===== src/rtl/axis_bin_pkg.sv =====
// Shared definitions for the bin RAM feeder: field widths, word layout, pack helper, FSM states.
package axis_bin_pkg;

  localparam int unsigned NUMBER_W   = 8;
  localparam int unsigned COUNT_W    = 8;
  localparam int unsigned CBIN_W     = 3;
  localparam int unsigned DBIN_W     = 9;
  localparam int unsigned TDATA_W    = 32;

  localparam int unsigned DBIN_LSB   = 0;
  localparam int unsigned CBIN_LSB   = DBIN_LSB + DBIN_W;
  localparam int unsigned COUNT_LSB  = CBIN_LSB + CBIN_W;
  localparam int unsigned NUMBER_LSB = COUNT_LSB + COUNT_W;
  localparam int unsigned PAD_W      = TDATA_W - NUMBER_LSB - NUMBER_W;

  // RAM word layout, MSB first: pad, number, count, count_bin, data_bin
  typedef struct packed {
    logic [PAD_W-1:0]    pad;
    logic [NUMBER_W-1:0] number;
    logic [COUNT_W-1:0]  count;
    logic [CBIN_W-1:0]   count_bin;
    logic [DBIN_W-1:0]   data_bin;
  } bin_word_t;

  typedef enum logic [1:0] {
    RUN   = 2'd0,
    DRAIN = 2'd1,
    DONE  = 2'd2,
    HOLD  = 2'd3
  } state_t;

  function automatic bin_word_t pack_word(
    input logic [NUMBER_W-1:0] number,
    input logic [COUNT_W-1:0]  count,
    input logic [CBIN_W-1:0]   count_bin,
    input logic [DBIN_W-1:0]   data_bin
  );
    bin_word_t w;
    w.pad       = '0;
    w.number    = number;
    w.count     = count;
    w.count_bin = count_bin;
    w.data_bin  = data_bin;
    return w;
  endfunction

endpackage


===== src/rtl/axis_sync_fifo.sv =====
// Single-clock FIFO with registered storage; head is valid whenever empty is low.
module axis_sync_fifo #(
  parameter int unsigned WIDTH = 32,
  parameter int unsigned DEPTH = 4
) (
  input  logic             aclk,
  input  logic             areset,
  input  logic             push,
  input  logic [WIDTH-1:0] push_data,
  input  logic             pop,
  output logic [WIDTH-1:0] head,
  output logic             full,
  output logic             empty
);

  localparam int unsigned AW = (DEPTH > 1) ? $clog2(DEPTH) : 1;
  localparam int unsigned CW = $clog2(DEPTH + 1);

  logic [WIDTH-1:0] mem [DEPTH];
  logic [AW-1:0]    wr_ptr;
  logic [AW-1:0]    rd_ptr;
  logic [CW-1:0]    count;
  logic             do_push;
  logic             do_pop;

  assign empty   = (count == '0);
  assign full    = (count == CW'(DEPTH));
  assign do_pop  = pop & ~empty;
  // A push into a full FIFO is only safe when a pop frees the slot in the same cycle
  assign do_push = push & (~full | do_pop);
  assign head    = mem[rd_ptr];

  always_ff @(posedge aclk) begin
    if (areset) begin
      wr_ptr <= '0;
      rd_ptr <= '0;
      count  <= '0;
      for (int i = 0; i < int'(DEPTH); i++) mem[i] <= '0;
    end else begin
      if (do_push) begin
        mem[wr_ptr] <= push_data;
        wr_ptr      <= wr_ptr + AW'(1);
      end
      if (do_pop) rd_ptr <= rd_ptr + AW'(1);
      case ({do_push, do_pop})
        2'b10:   count <= count + CW'(1);
        2'b01:   count <= count - CW'(1);
        default: count <= count;
      endcase
    end
  end

endmodule


===== src/rtl/axis_bin_packer.sv =====
// Range-checks and packs bin-update requests, buffers them and streams them out over AXI-Stream.
module axis_bin_packer
  import axis_bin_pkg::*;
#(
  parameter int unsigned        FIFO_DEPTH = 4,
  parameter int unsigned        MEM_DEPTH  = 289,
  parameter logic [COUNT_W-1:0] COUNT_MAX  = 8'h20
) (
  input  logic                aclk,
  input  logic                areset,
  input  logic                req_valid,
  output logic                req_ready,
  input  logic [NUMBER_W-1:0] req_number,
  input  logic [COUNT_W-1:0]  req_count,
  input  logic [CBIN_W-1:0]   req_count_bin,
  input  logic [DBIN_W-1:0]   req_data_bin,
  input  logic                flush,
  output logic                flush_done,
  output logic [TDATA_W-1:0]  m_axis_tdata,
  output logic                m_axis_tvalid,
  input  logic                m_axis_tready,
  output logic [7:0]          drop_cnt,
  output logic [15:0]         word_cnt
);

  state_t             state;
  state_t             state_nxt;
  logic               ready_en;
  logic               fire;
  logic               legal;
  logic               pop;
  logic               fifo_full;
  logic               fifo_empty;
  logic [TDATA_W-1:0] req_word;

  assign legal    = (32'(req_data_bin) < MEM_DEPTH) && (req_count <= COUNT_MAX);
  assign fire     = req_valid & req_ready;
  assign pop      = m_axis_tvalid & m_axis_tready;
  assign req_word = pack_word(req_number, req_count, req_count_bin, req_data_bin);

  axis_sync_fifo #(
    .WIDTH (TDATA_W),
    .DEPTH (FIFO_DEPTH)
  ) u_fifo (
    .aclk      (aclk),
    .areset    (areset),
    .push      (fire & legal),
    .push_data (req_word),
    .pop       (pop),
    .head      (m_axis_tdata),
    .full      (fifo_full),
    .empty     (fifo_empty)
  );

  assign m_axis_tvalid = ~fifo_empty;

  // ready_en keeps req_ready low through the first cycle after reset is released
  always_ff @(posedge aclk) begin
    if (areset) begin
      state    <= RUN;
      ready_en <= 1'b0;
      drop_cnt <= '0;
      word_cnt <= '0;
    end else begin
      state    <= state_nxt;
      ready_en <= 1'b1;
      if (fire && !legal && drop_cnt != 8'hFF) drop_cnt <= drop_cnt + 8'd1;
      if (pop) word_cnt <= word_cnt + 16'd1;
    end
  end

  always_comb begin
    state_nxt  = state;
    req_ready  = 1'b0;
    flush_done = 1'b0;
    case (state)
      RUN: begin
        req_ready = ready_en & ~fifo_full;
        if (flush) state_nxt = DRAIN;
      end
      DRAIN: begin
        if (fifo_empty) state_nxt = DONE;
      end
      DONE: begin
        flush_done = 1'b1;
        state_nxt  = flush ? HOLD : RUN;
      end
      HOLD: begin
        if (!flush) state_nxt = RUN;
      end
      default: state_nxt = RUN;
    endcase
  end

endmodule


===== config.mk =====
export PLATFORM = sky130hd
export DESIGN_NAME = axis_bin_packer
export DESIGN_NICKNAME = d
export VERILOG_FILES = /design/src/rtl/axis_bin_pkg.sv /design/src/rtl/axis_sync_fifo.sv /design/src/rtl/axis_bin_packer.sv
export SDC_FILE = /design/constraint.sdc
export NUM_CORES = 1
export LEC_CHECK = 0
export BUFFER_PORTS_ARGS = -buffer_cell sky130_fd_sc_hd__buf_2
export CELL_PAD_IN_SITES_DETAIL_PLACEMENT = 1
export CELL_PAD_IN_SITES_GLOBAL_PLACEMENT = 1
export CORE_ASPECT_RATIO = 0.9
export CORE_MARGIN = 1
export CORE_UTILIZATION = 42
export DETAILED_ROUTE_END_ITERATION = 10
export PLACE_DENSITY_LB_ADDON = 0.1
export SETUP_SLACK_MARGIN = 0.05
export SLEW_MARGIN = 20
export SYNTH_ARGS = -nofsm -noshare
export SYNTH_HDL_FRONTEND = slang
export SYNTH_SLANG_ARGS = --single-unit

===== constraint.sdc =====
create_clock -name aclk -period 3.44 [get_ports aclk]
set_clock_uncertainty 0.1 [all_clocks]
set_input_delay 0.688 -clock aclk [delete_from_list [all_inputs] [get_ports aclk]]
set_output_delay 0.688 -clock aclk [all_outputs]
set_load 0.005 [all_outputs]

==> impl_metrics.csv <==
group,metric,value,unit
setup_path,crit_fanout,16,
sta,slew-limit-headroom,0.441,
sta,slew_viol_final,0,
setup_path,path_buf_inv,2,
power,p_leak,2.87,nW
clocking,cts_root_buf,"clkbuf_16",
synthesis,ys_seq_area_frac,0.644,
synthesis,syn_area_per_cell,13.0,um2
synthesis,ys_ff_latch,148,
detailed_routing,routed_wl,14800,um
synthesis,ys_types,36,
final_layout,antenna_cells,0,
setup_path,crit_chain,"buf_12 -> mux4_2 -> buf_2",
sta,post-route-period-util,0.826,
die,die_w,132,um
die,dieHeight,119,um
hold_path,hold_class,"reg2reg",
power,vdd_drop_max,0.333,mV
grt,grt_pass1_vias,4529,
grt,antenna_found_initial,0,
final_layout,drive_gt1_frac,0.306,
final_layout,multiInputGateArea,2100,um2
setup_path,critPathSlowestCell,"dfxtp_2",
sta,max_freq,352,MHz
sta,setup_tns,0,ns
die,dieArea,15600,um2
clocking,postCtsSetupBuffers,0,
placed_design,gp_congestion,0.745,
final_layout,nNetsFinal,629,
clocking,clk_latency,0.42,ns
clocking,clk_pin_slew,0.06,ns
clocking,numCtsBuffers,17,
detailed_routing,vias,4192,
sta,hold_violations,0,
placed_design,place_hpwl,9370,um
clocking,htreeDepth,4,
power,p_per_area,526,nW/um2
setup_path,cp_slowest_stage_delay,0.66,ns
setup_path,startpoint_type,"flop",
detailed_routing,post_drt_wl_per_cell,18.4,um
sta,setup_viol,0,
grt,gr-total-overflow,0,
sta,worst_pin_slew,0.837,ns
clocking,clock_sinks,148,
detailed_routing,vias_per_cell,5.22,
synthesis,synth_cells,489,
die,rows,42,
grt,grt_pass1_wl,23900,um
die,initial_core_util,0.431,
flow_run,cap_violations,0,
clocking,cts_tree,"yes",
final_layout,design_area,7660,um2
grt,track_usage,0.204,
run_status,outcome,"finished, final reports clean",
clocking,clockBufferDepth,2,
detailed_routing,ant_nets,0,
clocking,cts-resized-gates,0,
sta,rsz0062_at_grt,"false",
die,core_region_area,14700,um2
setup_path,cp.required,2.65,ns
die,io_pins,92,
detailed_routing,dr.pass1.iters,4,
placed_design,placed_area,7070,um2
grt,grt_max_degree,36,
setup_path,cpLargestDelayFamily,"flip-flops",
final_layout,fillCellCount,1532,
detailed_routing,drc,0,
detailed_routing,initialDrtViolationCount,211,
setup_path,worstSetupEndpointType,"output pin",
setup_path,arrival,2.05,ns
synthesis,ys_warn_count,0,
final_layout,syn_to_final_growth,20.6,%
setup_path,worstSetupPathType,"reg2out",
final_layout,regArea,4090,um2
synthesis,syn_area,6350,um2
placed_design,io_buffers,87,
sta,period_minus_slack,2.84,ns
clocking,hold_buffers,0,
## Yosys cell counts
master,instances,share of area
dfxtp_1,36,0.11
nand4_4,1,0.0034
xor2_1,16,0.022
buf_1,2,0.0012
o21a_1,1,0.0012
or3_1,7,0.0069
inv_1,7,0.0041
clkbuf_1,12,0.0071
buf_2,10,0.0079
buf_6,4,0.0071
nor3_1,4,0.0032
nand4_1,4,0.0039
edfxtp_1,112,0.53
a21oi_1,13,0.010
ha_1,3,0.0059
nand4_2,1,0.0020
a41o_1,1,0.0016
fa_1,1,0.0032
or3b_1,2,0.0028
or4_1,6,0.0071
nor4_1,2,0.0020
nor2_2,21,0.021
conb_1,1,0.00059
nor2b_1,2,0.0020
and4_1,1,0.0014
xnor2_1,4,0.0055
o21ai_0,3,0.0024
mux4_2,28,0.099
o21ai_1,5,0.0039
nand3_1,13,0.010
nand2_1,40,0.024
o2111ai_2,1,0.0024
buf_4,4,0.0047
and3_1,6,0.0059
o31ai_1,5,0.0059
nor2_1,110,0.065
## cell usage in the layout (no fill, tap or decap), types with 2 or more instances in the layout
cell type and n:
o21ai_0 3, nor2b_1 2, nor4_1 2, buf_2 87
clkinvlp_4 2, and3_1 6, nand2_1 40, or4_1 6
ha_1 3, nand4_1 4, or3b_1 2, clkinv_4 3
inv_1 7, dfxtp_1 35, buf_4 15, buf_12 3
xnor2_1 4, edfxtp_1 112, bufinv_16 3, nor3_1 4
nor2_2 21, nand3_1 13, o21ai_1 5, or3_1 7
mux4_2 28, nor2_1 110, a21oi_1 13, xor2_1 16
clkinv_1 4, o31ai_1 5, conb_1 12, clkbuf_16 17
## layer usage
layer  up-vias  track usage  part of all wire
met5         -            0                 0
met3        19       0.0489             0.036
li1       1948            -                 -
met1      2135        0.254              0.43
met4         0       0.0807             0.017
met2        90        0.343              0.52
## state kept, by name, summed over array words and instances (netlist names), named ones only
name           cells
word_cnt          16
drop_cnt           8
u_fifo.wr_ptr      2
u_fifo.count       3
u_fifo.mem       112
ready_en           1
state              2
u_fifo.rd_ptr      2
## cells by family (layout without fill, tap and decap cells)
logic type               after synthesis  after routing  share of synthesized area
AO/OA/AOI/OAI                         29             29                     0.0276
flip-flops                           148            148                      0.644
other                                  1             12                   0.000591
XOR/XNOR                              20             20                     0.0276
AND/OR/NAND/NOR                      220            220                      0.160
adder cells (fa/ha/maj)                4              4                    0.00907
multiplexers                          28             28                     0.0994
buffers and inverters                 39            144                     0.0321
## where the power goes
part / leakage (nW) / internal (mW) / switching, mW / total (mW)
combinational: 1.14 / 0.0764 / 0.120 / 0.196
clock: 0.280 / 1.13 / 0.710 / 1.84
sequential: 1.44 / 1.97 / 0.0202 / 1.99
total: 2.87 / 3.18 / 0.850 / 4.03
## stage by stage
stage | power (mW) | instances | worst slack [ns] | utilization | hold WS [ns]
2_1_floorplan | 2.13 | 500 | 0.154 | - | 0.358
3_3_place_gp | 2.22 | 771 | 0.387 | 0.480 | 0.371
3_5_place_dp | 2.23 | 771 | 0.361 | 0.480 | 0.388
4_1_cts | 4.08 | 803 | 0.530 | 0.520 | 0.398
5_1_grt | 4.16 | 803 | 0.460 | 0.520 | 0.417
6_report | 4.03 | 803 | 0.599 | 0.520 | 0.395
## worst register-to-register path, stage by stage, from the launching register on
cell and delay (ns):
dfxtp_1 0.38, or3b_1 0.37, and4_1 0.32, nand4_2 0.17
ha_1 0.20, inv_1 0.06, fa_1 0.37, xor2_1 0.15
or3_1 0.30, a21oi_1 0.14
## path summary, 6_finish.rpt
path | depth (start not counted) | startpoint | end | slack, ns
max | 3 | flop | m_axis_tdata[27] | 0.60
min | 2 | drop_cnt[6]$_SDFFE_PP0P_ | drop_cnt[6]$_SDFFE_PP0P_ | 0.40
max reg2reg | 9 | u_fifo.count[2]$_SDFFE_PP0P_ | u_fifo.count[2]$_SDFFE_PP0P_ | 0.80
min reg2reg | 2 | drop_cnt[6]$_SDFFE_PP0P_ | drop_cnt[6]$_SDFFE_PP0P_ | 0.40
## layout make-up
class                   count  share of cell area
inverters                   7             0.00343
clock buffers              18              0.0561
clock inverters            14              0.0209
repair buffers            105              0.0794
well taps                 198              0.0324
flip-flops and latches    148               0.534
multi-input cells         313               0.274
No activity file was read; power rests on OpenSTA's default activity.
